**src/rtl/alu_pkg.sv**
```systemverilog
// Shared definitions for the ALU sequencer slice.
//   - default data width and register count
//   - ALU mode encodings presented on ALU_MODE
//   - sequencer state encoding
package alu_pkg;

  localparam int WIDTH = 8;
  localparam int NREG  = 4;

  localparam logic [2:0] OP_ADD = 3'b000;
  localparam logic [2:0] OP_SUB = 3'b001;
  localparam logic [2:0] OP_INC = 3'b010;
  localparam logic [2:0] OP_DEC = 3'b011;
  localparam logic [2:0] OP_AND = 3'b100;
  localparam logic [2:0] OP_OR  = 3'b101;
  localparam logic [2:0] OP_XOR = 3'b110;
  localparam logic [2:0] OP_NOT = 3'b111;

  typedef enum logic {
    ST_IDLE = 1'b0,
    ST_EXEC = 1'b1
  } state_t;

endpackage

```
**src/rtl/alu_regfile.sv**
```systemverilog
// General register file for the ALU sequencer.
//   NREG x WIDTH storage, asynchronously cleared to zero.
//   Ports:
//     clk, rst            clock, async active-high reset
//     wr_en/wr_addr/wr_data  single write port (takes effect at the clock edge)
//     rd_a_addr/rd_a_data    operand A read, combinational
//     rd_b_addr/rd_b_data    operand B read, combinational
//     dbg_addr/dbg_data      debug read, combinational
module alu_regfile #(
  parameter int WIDTH = alu_pkg::WIDTH,
  parameter int NREG  = alu_pkg::NREG,
  parameter int RAW   = $clog2(NREG)
) (
  input  logic             clk,
  input  logic             rst,
  input  logic             wr_en,
  input  logic [RAW-1:0]   wr_addr,
  input  logic [WIDTH-1:0] wr_data,
  input  logic [RAW-1:0]   rd_a_addr,
  output logic [WIDTH-1:0] rd_a_data,
  input  logic [RAW-1:0]   rd_b_addr,
  output logic [WIDTH-1:0] rd_b_data,
  input  logic [RAW-1:0]   dbg_addr,
  output logic [WIDTH-1:0] dbg_data
);

  logic [WIDTH-1:0] regs_q [NREG];
  logic [WIDTH-1:0] regs_d [NREG];

  always_comb begin
    for (int i = 0; i < NREG; i++) begin
      regs_d[i] = regs_q[i];
    end
    if (wr_en) begin
      regs_d[wr_addr] = wr_data;
    end
  end

  always_ff @(posedge clk or posedge rst) begin
    if (rst) begin
      for (int i = 0; i < NREG; i++) begin
        regs_q[i] <= '0;
      end
    end else begin
      for (int i = 0; i < NREG; i++) begin
        regs_q[i] <= regs_d[i];
      end
    end
  end

  // Reads see the stored value only, so a write becomes visible the
  // cycle after its edge; operands captured at accept therefore use the
  // pre-write value when DST aliases a source.
  assign rd_a_data = regs_q[rd_a_addr];
  assign rd_b_data = regs_q[rd_b_addr];
  assign dbg_data  = regs_q[dbg_addr];

endmodule

```
**src/rtl/alu_sequencer.sv**
```systemverilog
// Command-driven initiator for an external 8-bit combinational ALU.
//
//   state | meaning
//   ------+--------------------------------------------------------------
//   IDLE  | ready for a command; loads complete here in one cycle
//   EXEC  | operands/mode presented to the ALU; result captured next edge
//
// Ports:
//   CLK, RST                   clock, async active-high reset
//   CMD_VALID/CMD_READY        command handshake
//   CMD_LOAD                   1 = immediate load, 0 = ALU op
//   CMD_OP/DST/SRCA/SRCB/IMM   command fields
//   ALU_A/ALU_B/ALU_MODE       registered drive to the ALU
//   ALU_OUT                    combinational ALU result
//   RES_VALID/DST/DATA/ZERO    one-cycle result strobe plus held result
//   DBG_ADDR/DBG_DATA          combinational register-file peek
module alu_sequencer #(
  parameter int WIDTH = alu_pkg::WIDTH,
  parameter int NREG  = alu_pkg::NREG,
  parameter int RAW   = $clog2(NREG)
) (
  input  logic             CLK,
  input  logic             RST,
  input  logic             CMD_VALID,
  output logic             CMD_READY,
  input  logic             CMD_LOAD,
  input  logic [2:0]       CMD_OP,
  input  logic [RAW-1:0]   CMD_DST,
  input  logic [RAW-1:0]   CMD_SRCA,
  input  logic [RAW-1:0]   CMD_SRCB,
  input  logic [WIDTH-1:0] CMD_IMM,
  output logic [WIDTH-1:0] ALU_A,
  output logic [WIDTH-1:0] ALU_B,
  output logic [2:0]       ALU_MODE,
  input  logic [WIDTH-1:0] ALU_OUT,
  output logic             RES_VALID,
  output logic [RAW-1:0]   RES_DST,
  output logic [WIDTH-1:0] RES_DATA,
  output logic             RES_ZERO,
  input  logic [RAW-1:0]   DBG_ADDR,
  output logic [WIDTH-1:0] DBG_DATA
);

  import alu_pkg::*;

  state_t           state_q,     state_d;
  logic [WIDTH-1:0] alu_a_q,     alu_a_d;
  logic [WIDTH-1:0] alu_b_q,     alu_b_d;
  logic [2:0]       alu_mode_q,  alu_mode_d;
  logic [RAW-1:0]   dst_q,       dst_d;
  logic             res_valid_q, res_valid_d;
  logic [RAW-1:0]   res_dst_q,   res_dst_d;
  logic [WIDTH-1:0] res_data_q,  res_data_d;
  logic             res_zero_q,  res_zero_d;

  logic             cmd_ready;
  logic             accept;
  logic             wr_en;
  logic [RAW-1:0]   wr_addr;
  logic [WIDTH-1:0] wr_data;
  logic [WIDTH-1:0] rd_a_data;
  logic [WIDTH-1:0] rd_b_data;

  // Ready is forced low during reset so nothing is accepted at the edge
  // where reset releases.
  assign cmd_ready = (state_q == ST_IDLE) && !RST;
  assign accept    = CMD_VALID && cmd_ready;

  alu_regfile #(
    .WIDTH (WIDTH),
    .NREG  (NREG),
    .RAW   (RAW)
  ) u_regfile (
    .clk       (CLK),
    .rst       (RST),
    .wr_en     (wr_en),
    .wr_addr   (wr_addr),
    .wr_data   (wr_data),
    .rd_a_addr (CMD_SRCA),
    .rd_a_data (rd_a_data),
    .rd_b_addr (CMD_SRCB),
    .rd_b_data (rd_b_data),
    .dbg_addr  (DBG_ADDR),
    .dbg_data  (DBG_DATA)
  );

  always_comb begin
    state_d     = state_q;
    alu_a_d     = alu_a_q;
    alu_b_d     = alu_b_q;
    alu_mode_d  = alu_mode_q;
    dst_d       = dst_q;
    res_valid_d = 1'b0;
    res_dst_d   = res_dst_q;
    res_data_d  = res_data_q;
    res_zero_d  = res_zero_q;
    wr_en       = 1'b0;
    wr_addr     = dst_q;
    wr_data     = ALU_OUT;

    case (state_q)
      ST_IDLE: begin
        if (accept) begin
          if (CMD_LOAD) begin
            // Immediate load writes straight through; ALU drive is left alone.
            wr_en   = 1'b1;
            wr_addr = CMD_DST;
            wr_data = CMD_IMM;
          end else begin
            alu_a_d    = rd_a_data;
            alu_b_d    = rd_b_data;
            alu_mode_d = CMD_OP;
            dst_d      = CMD_DST;
            state_d    = ST_EXEC;
          end
        end
      end
      ST_EXEC: begin
        wr_en   = 1'b1;
        wr_addr = dst_q;
        wr_data = ALU_OUT;
        state_d = ST_IDLE;
      end
      default: begin
        state_d = ST_IDLE;
      end
    endcase

    // Every register write is also reported on the result port.
    if (wr_en) begin
      res_valid_d = 1'b1;
      res_dst_d   = wr_addr;
      res_data_d  = wr_data;
      res_zero_d  = (wr_data == '0);
    end
  end

  always_ff @(posedge CLK or posedge RST) begin
    if (RST) begin
      state_q     <= ST_IDLE;
      alu_a_q     <= '0;
      alu_b_q     <= '0;
      alu_mode_q  <= '0;
      dst_q       <= '0;
      res_valid_q <= 1'b0;
      res_dst_q   <= '0;
      res_data_q  <= '0;
      res_zero_q  <= 1'b0;
    end else begin
      state_q     <= state_d;
      alu_a_q     <= alu_a_d;
      alu_b_q     <= alu_b_d;
      alu_mode_q  <= alu_mode_d;
      dst_q       <= dst_d;
      res_valid_q <= res_valid_d;
      res_dst_q   <= res_dst_d;
      res_data_q  <= res_data_d;
      res_zero_q  <= res_zero_d;
    end
  end

  assign CMD_READY = cmd_ready;
  assign ALU_A     = alu_a_q;
  assign ALU_B     = alu_b_q;
  assign ALU_MODE  = alu_mode_q;
  assign RES_VALID = res_valid_q;
  assign RES_DST   = res_dst_q;
  assign RES_DATA  = res_data_q;
  assign RES_ZERO  = res_zero_q;

endmodule

```
**config.mk**
```make
export PLATFORM = sky130hd
export DESIGN_NAME = alu_sequencer
export DESIGN_NICKNAME = d
export VERILOG_FILES = /design/src/rtl/alu_pkg.sv /design/src/rtl/alu_regfile.sv /design/src/rtl/alu_sequencer.sv
export SDC_FILE = /design/constraint.sdc
export NUM_CORES = 1
export LEC_CHECK = 0
export ABC_AREA = 1
export BUFFER_PORTS_ARGS = -buffer_cell sky130_fd_sc_hd__buf_2
export CAP_MARGIN = 20
export CORE_MARGIN = 2
export CORE_UTILIZATION = 53
export DETAILED_ROUTE_END_ITERATION = 7
export GPL_TIMING_DRIVEN = 0
export PLACE_DENSITY = 0.77
export SLEW_MARGIN = 30
export SYNTH_ARGS = -nofsm -noshare
export SYNTH_HDL_FRONTEND = slang
export SYNTH_HIERARCHICAL = 1
export SYNTH_SLANG_ARGS = --single-unit
export TNS_END_PERCENT = 100
```
**constraint.sdc**
```tcl
create_clock -name CLK -period 5.55 [get_ports CLK]
set_clock_uncertainty 0.1 [all_clocks]
set_input_delay 0.555 -clock CLK [delete_from_list [all_inputs] [get_ports CLK]]
set_output_delay 0.555 -clock CLK [all_outputs]
set_load 0.02 [all_outputs]
```
-- Yosys cells after proc, flatten, opt, wreduce, memory -nomap -nowiden
Index checks and enable logic that the tools add are counted.
- register bits: 66
- logic and storage cells: 55
- reductions and logical operators: 6
- order comparisons: 5
- multiplexer cells: 25
- bitwise gates (word level): 6
- operators by type and width (cell ; number):
    $mux W8 ; 9
    $bmux W8 S2 ; 3
    $bwmux W32 ; 1
    $demux W8 S2 ; 1
    $pmux W8 S2 ; 1
    $ge A3 B3 Y1 const B ; 4
    $not A2 Y3 ; 4
    $logic_not A8 Y1 ; 1
    $mux W1 ; 5
    $mux W2 ; 2
    $pmux W1 S2 ; 2
    $pmux W2 S2 ; 1
    $logic_and A1 B1 Y1 ; 3
    $lt A3 B1 Y1 const B ; 1
    $reduce_and A3 Y1 ; 1
    $not A1 Y1 ; 2
    $logic_not A1 Y1 ; 1

-- Logic depth before layout (Yosys ltp)
- depth after elaboration: 11
- mapped depth: 10
- depth with buffers taken out: 8

-- Cells and area by module
Netlist, hierarchy kept.
- by module, submodules not included (module ; area an instance (um^2) ; sequential area each (um^2) ; instances ; cells an instance):
    alu_regfile ; 2319.7 ; 800.8 ; 1 ; 360
    alu_sequencer ; 1508.9 ; 850.8 ; 1 ; 187

-- Least setup slack after synthesis
OpenSTA, ideal clock, no wires.
- path kind: input -> register
- start: in RST
- end: reg u_regfile/regs_q[0] (netlist bit)
- path buffers: 2
- setup slack: 3.525 ns
- data arrival time: 1.809 ns
- cell stages on the path: 8
- cells stage by stage: nor2_4 nand3_4 buf_6 o21ai_1 nand3_4 buf_6 nand2_2 o21ai_2
- word-level cells in the longest chain between the ends: 11
- elaborated cells on any way between the ends: 16
- ends and longest elaborated chain (element ; line ; source):
    start: declaration ; alu_sequencer.sv:23 ; input logic RST,
    $logic_not A1 Y1 (no source line) * ; n/a ;
    $logic_and A1 B1 Y1 * ; alu_sequencer.sv:66 ; assign cmd_ready = (state_q == ST_IDLE) && !RST;
    $logic_and A1 B1 Y1 * ; alu_sequencer.sv:67 ; assign accept = CMD_VALID && cmd_ready;
    $mux W2 * ; alu_sequencer.sv:103 ; if (accept) begin
    $pmux W2 S2 * ; alu_sequencer.sv:101 ; case (state_q)
    named net wr_addr[1] ; alu_sequencer.sv:59 ; logic [RAW-1:0] wr_addr;
    $not A2 Y3 (not written as such) * ; alu_regfile.sv:35 ; regs_d[wr_addr] = wr_data;
    $ge A3 B3 Y1 (not written as such) / $lt A3 B1 Y1 (equally long branches) ; alu_regfile.sv:35 ;
    $logic_and A1 B1 Y1 (not written as such) ; alu_regfile.sv:35 ;
    $mux W8 (not written as such) ; alu_regfile.sv:35 ;
    $demux W8 S2 * ; alu_regfile.sv:35 ;
    $bwmux W32 * ; alu_regfile.sv:35 ;
    end signal: indexed assignment ; alu_regfile.sv:46 ; regs_q[i] <= regs_d[i];
    end: declaration ; alu_regfile.sv:27 ; logic [WIDTH-1:0] regs_q [NREG];
The timed path passes the listed nets; every way through them passes the cells marked *.
A chain may end at the register's enable or synchronous reset.

-- Final worst setup path
- start: reg state_q
- end: reg u_regfile/regs_q[1] (netlist bit)
- word-level cells in the longest chain between the ends: 11
- elaborated cells on any way between the ends: 16
- ends and longest elaborated chain (element ; line ; source):
    start: declaration ; alu_sequencer.sv:46 ; state_t state_q, state_d;
    start signal: assignment ; alu_sequencer.sv:150 ; state_q <= state_d;
    $not A1 Y1 (no source line) ; n/a ;
    $logic_and A1 B1 Y1 ; alu_sequencer.sv:66 ;
    $logic_and A1 B1 Y1 ; alu_sequencer.sv:67 ;
    $mux W2 ; alu_sequencer.sv:103 ;
    $pmux W2 S2 * ; alu_sequencer.sv:101 ;
    named net wr_addr[1] ; alu_sequencer.sv:59 ;
    $not A2 Y3 (not written as such) * ; alu_regfile.sv:35 ;
    $ge A3 B3 Y1 (not written as such) / $lt A3 B1 Y1 (equally long branches) ; alu_regfile.sv:35 ;
    $logic_and A1 B1 Y1 (not written as such) ; alu_regfile.sv:35 ;
    $mux W8 (not written as such) ; alu_regfile.sv:35 ;
    $demux W8 S2 * ; alu_regfile.sv:35 ;
    $bwmux W32 * ; alu_regfile.sv:35 ;
Marks and branches as above.

==> qor.json <==
{
  "grt.met2_usage_pct": 42.9,
  "synth_top_cell_by_area": "sky130_fd_sc_hd__dfrtp_1",
  "vias_per_cell": 5.16,
  "drt-wirelength-per-cell_um": 13.9,
  "placed_cell_area_mm2": 0.00426,
  "detail_route.iter0.violations": 251,
  "postLayoutCoreUtil_pct": 64.8,
  "synth_area_mm2": 0.00383,
  "floorplan.die.width_um": 89.0,
  "final_period_minus_worst_setup_slack_ns": 2.19,
  "timing.critical_path.arrival_ns": 2.33,
  "die-area_mm2": 0.00792,
  "max_stage_delay_ns": 0.53,
  "fp.coreArea_mm2": 0.00691,
  "post-place-cells": 706,
  "timing.final.max_slew_violations": 0,
  "netlist_top_cells_area": "sky130_fd_sc_hd__dfrtp_1 43%, sky130_fd_sc_hd__nand2_1 26%, sky130_fd_sc_hd__nand3_1 7.6%",
  "timing_hold_violations_final": 0,
  "drc": 0,
  "area_delta_synth_final_pct": 16.9,
  "synthCells": 547,
  "post_cts_resized": 0,
  "clk_root_buffer_cell": "sky130_fd_sc_hd__clkbuf_8",
  "postSynthAreaPerCell_um2": 7.00,
  "cp-end-kind": "flop",
  "drtPass1Iterations": 5,
  "via_count": 3724,
  "cts.sink_count": 66,
  "yosysUniqueCellTypes": 20,
  "final_layout_size_suffix_gt1_share_pct": 21.4,
  "place.port_buffers": 63,
  "top_count_cell_post_synth": "sky130_fd_sc_hd__nand2_1",
  "drt_wl_total_mm": 10.0,
  "cts.repair_timing.setup_buffer_count": 0,
  "postCtsHoldBufs": 0,
  "grtUsageMet1_pct": 36.7,
  "pin_count": 71,
  "total_power_w": 0.00186,
  "globalRouteTotalUtil_pct": 27.2,
  "path_class": "flop to flop",
  "synthesis.nets": 578,
  "fmax_mhz": 457,
  "maxCapViolations": 0,
  "post-route-period-util_pct": 39.4,
  "grt_pass1_wl_mm": 16.5,
  "ant_nets": 0,
  "fin_cells": 722,
  "synth-seq-area-share_pct": 43.1,
  "max_slew.worst_pin.slew_ns": 0.708,
  "synth_enable_flop_cells": 0,
  "peakVddDrop_v": 0.000189,
  "design.final.nets": 652,
  "crit_path_max_fanout": 10,
  "hpwl_mm": 7.59,
  "worstSetupStartpointType": "flop",
  "place.gp.congestion": 1.00,
  "worstSkewPairLatency_ns": 0.35,
  "setup-tns-final_ns": 0,
  "tritoncts": "built",
  "run_status": "finished clean",
  "synth_top_cell_area_share_pct": 43.1,
  "ctsHtreeMaxLevel": 3,
  "final_design_area_no_fill_mm2": 0.00447,
  "gr-usage-met3_pct": 5.26,
  "crit_slowest_cell": "sky130_fd_sc_hd__o21ai_1",
  "yosys_warnings": 6,
  "cts-buffers-inserted": 9,
  "critical_path_buf_inv_count": 2,
  "initial_utilization_pct": 55.4,
  "holdCritPathClass": "primary input to asynchronous set/reset pin",
  "grt_overflow_total": 0,
  "dominantRegCellSynth": "sky130_fd_sc_hd__dfrtp_1",
  "cts.reportedPaths.clkPinSlew_ns": 0.07,
  "crit_required_ns": 5.69,
  "die_y_um": 89.0,
  "antenna_cells_inserted": 0,
  "p_leak_nw": 2.67,
  "ys_async_sr_fraction_pct": 100,
  "max-clock-path-buffers": 2,
  "power.density_cell_area_mw_per_mm2": 416,
  "timing.final.setup_violations": 0,
  "num_rows": 30,
  "grt_antenna_before_repair": 0,
  "cpLargestDelayFamily": "simple AND/OR/NAND/NOR gates",
  "grt_setup_unrepaired": "false",
  "yosys_register_bits": 66,
  "maximum_number_of_pins_on_one_net_before_global_route_repair": 35,
  "synth_commonest_cells": "269 x sky130_fd_sc_hd__nand2_1, 66 x sky130_fd_sc_hd__dfrtp_1, 62 x sky130_fd_sc_hd__inv_1",
  "via_count_of_the_first_global_routing_pass": 3432,
  "slew-limit-headroom_pct": 52.8,
  "grt-busiest-layer": "met2",
  "cp_cell_sequence": "nor2_4 > nand3_4 > buf_6 > o21ai_1 > nand3_4 > buf_6 > nand2_2 > o21ai_2"
}
flip-flops by register name, summed over array words and instances, names as in the netlist:
register and cells:
ALU_A 8, ALU_B 8, ALU_MODE 3, RES_DATA 8, RES_DST 2, RES_VALID 1, RES_ZERO 1, dst_q 2
state_q 1, u_regfile/regs_q 32
stage by stage:
step                      hold slack, ns  worst slack, ns
after CTS                          0.248             3.40
after global placement             0.349             3.21
final                              0.237             3.36
after global routing               0.290             3.25
after floorplan                    0.342             3.52
after detailed placement           0.353             3.18
worst register-to-register path: cells and delay by family (launching register included):
kind	cells	cell delay [ns]
AOI/OAI and AO/OA	2	0.58
buffers and inverters	2	0.39
DFF	1	0.44
and+or+nand+nor	4	0.58
report_power, final:
part / switching, W / internal [W] / leakage (nW)
Sequential: 0.0000881 / 0.000634 / 0.831
Clock: 0.000192 / 0.000253 / 0.107
Combinational: 0.000471 / 0.000222 / 1.73
kinds of logic after synthesis:
family	share of synthesized area, %
compound gates	4.71
buf+inv	11.5
flops	43.1
simple gates	40.7
area by class of cell:
class | instances | area, um2
Fill cell | 677 | 2430
Inverter | 70 | 263
Sequential cell | 66 | 1650
Multi-Input combinational cell | 386 | 1740
Buffer | 25 | 176
Clock buffer | 11 | 131
Clock inverter | 5 | 78.8
Timing Repair Buffer | 63 | 315
Tap cell | 96 | 120
path summary, 6_finish.rpt:
kind | end | cells after the start | slack, ns | startpoint
hold / removal | u_regfile/regs_q[15] | 2 | 0.24 | RST
setup reg to reg | u_regfile/regs_q[1] | 8 | 3.36 | state_q
setup / recovery | u_regfile/regs_q[1] | 8 | 3.36 | state_q
min in group CLK | ALU_MODE[0] | 3 | 0.31 | CMD_OP[0]
hold reg to reg | ALU_A[2] | 2 | 0.37 | ALU_A[2]
max in group asynchronous | ALU_A[0] | 2 | 4.63 | RST
cells in the final DEF (no fill, tap or decap), drive strengths merged:
master / count
inv: 70
dfrtp: 66
o21a: 1
nand4: 17
clkbuf: 11
clkinv: 3
o21ai: 27
bufinv: 2
nor2: 5
nand2: 274
buf: 88
nand3: 62
per-layer routing:
metal	share of wire [%]	wire length [um]
met5	0	0
met4	3.5	347
met3	7.0	698
met2	45	4510
met1	45	4470
Power figures use the tool's default switching activity.
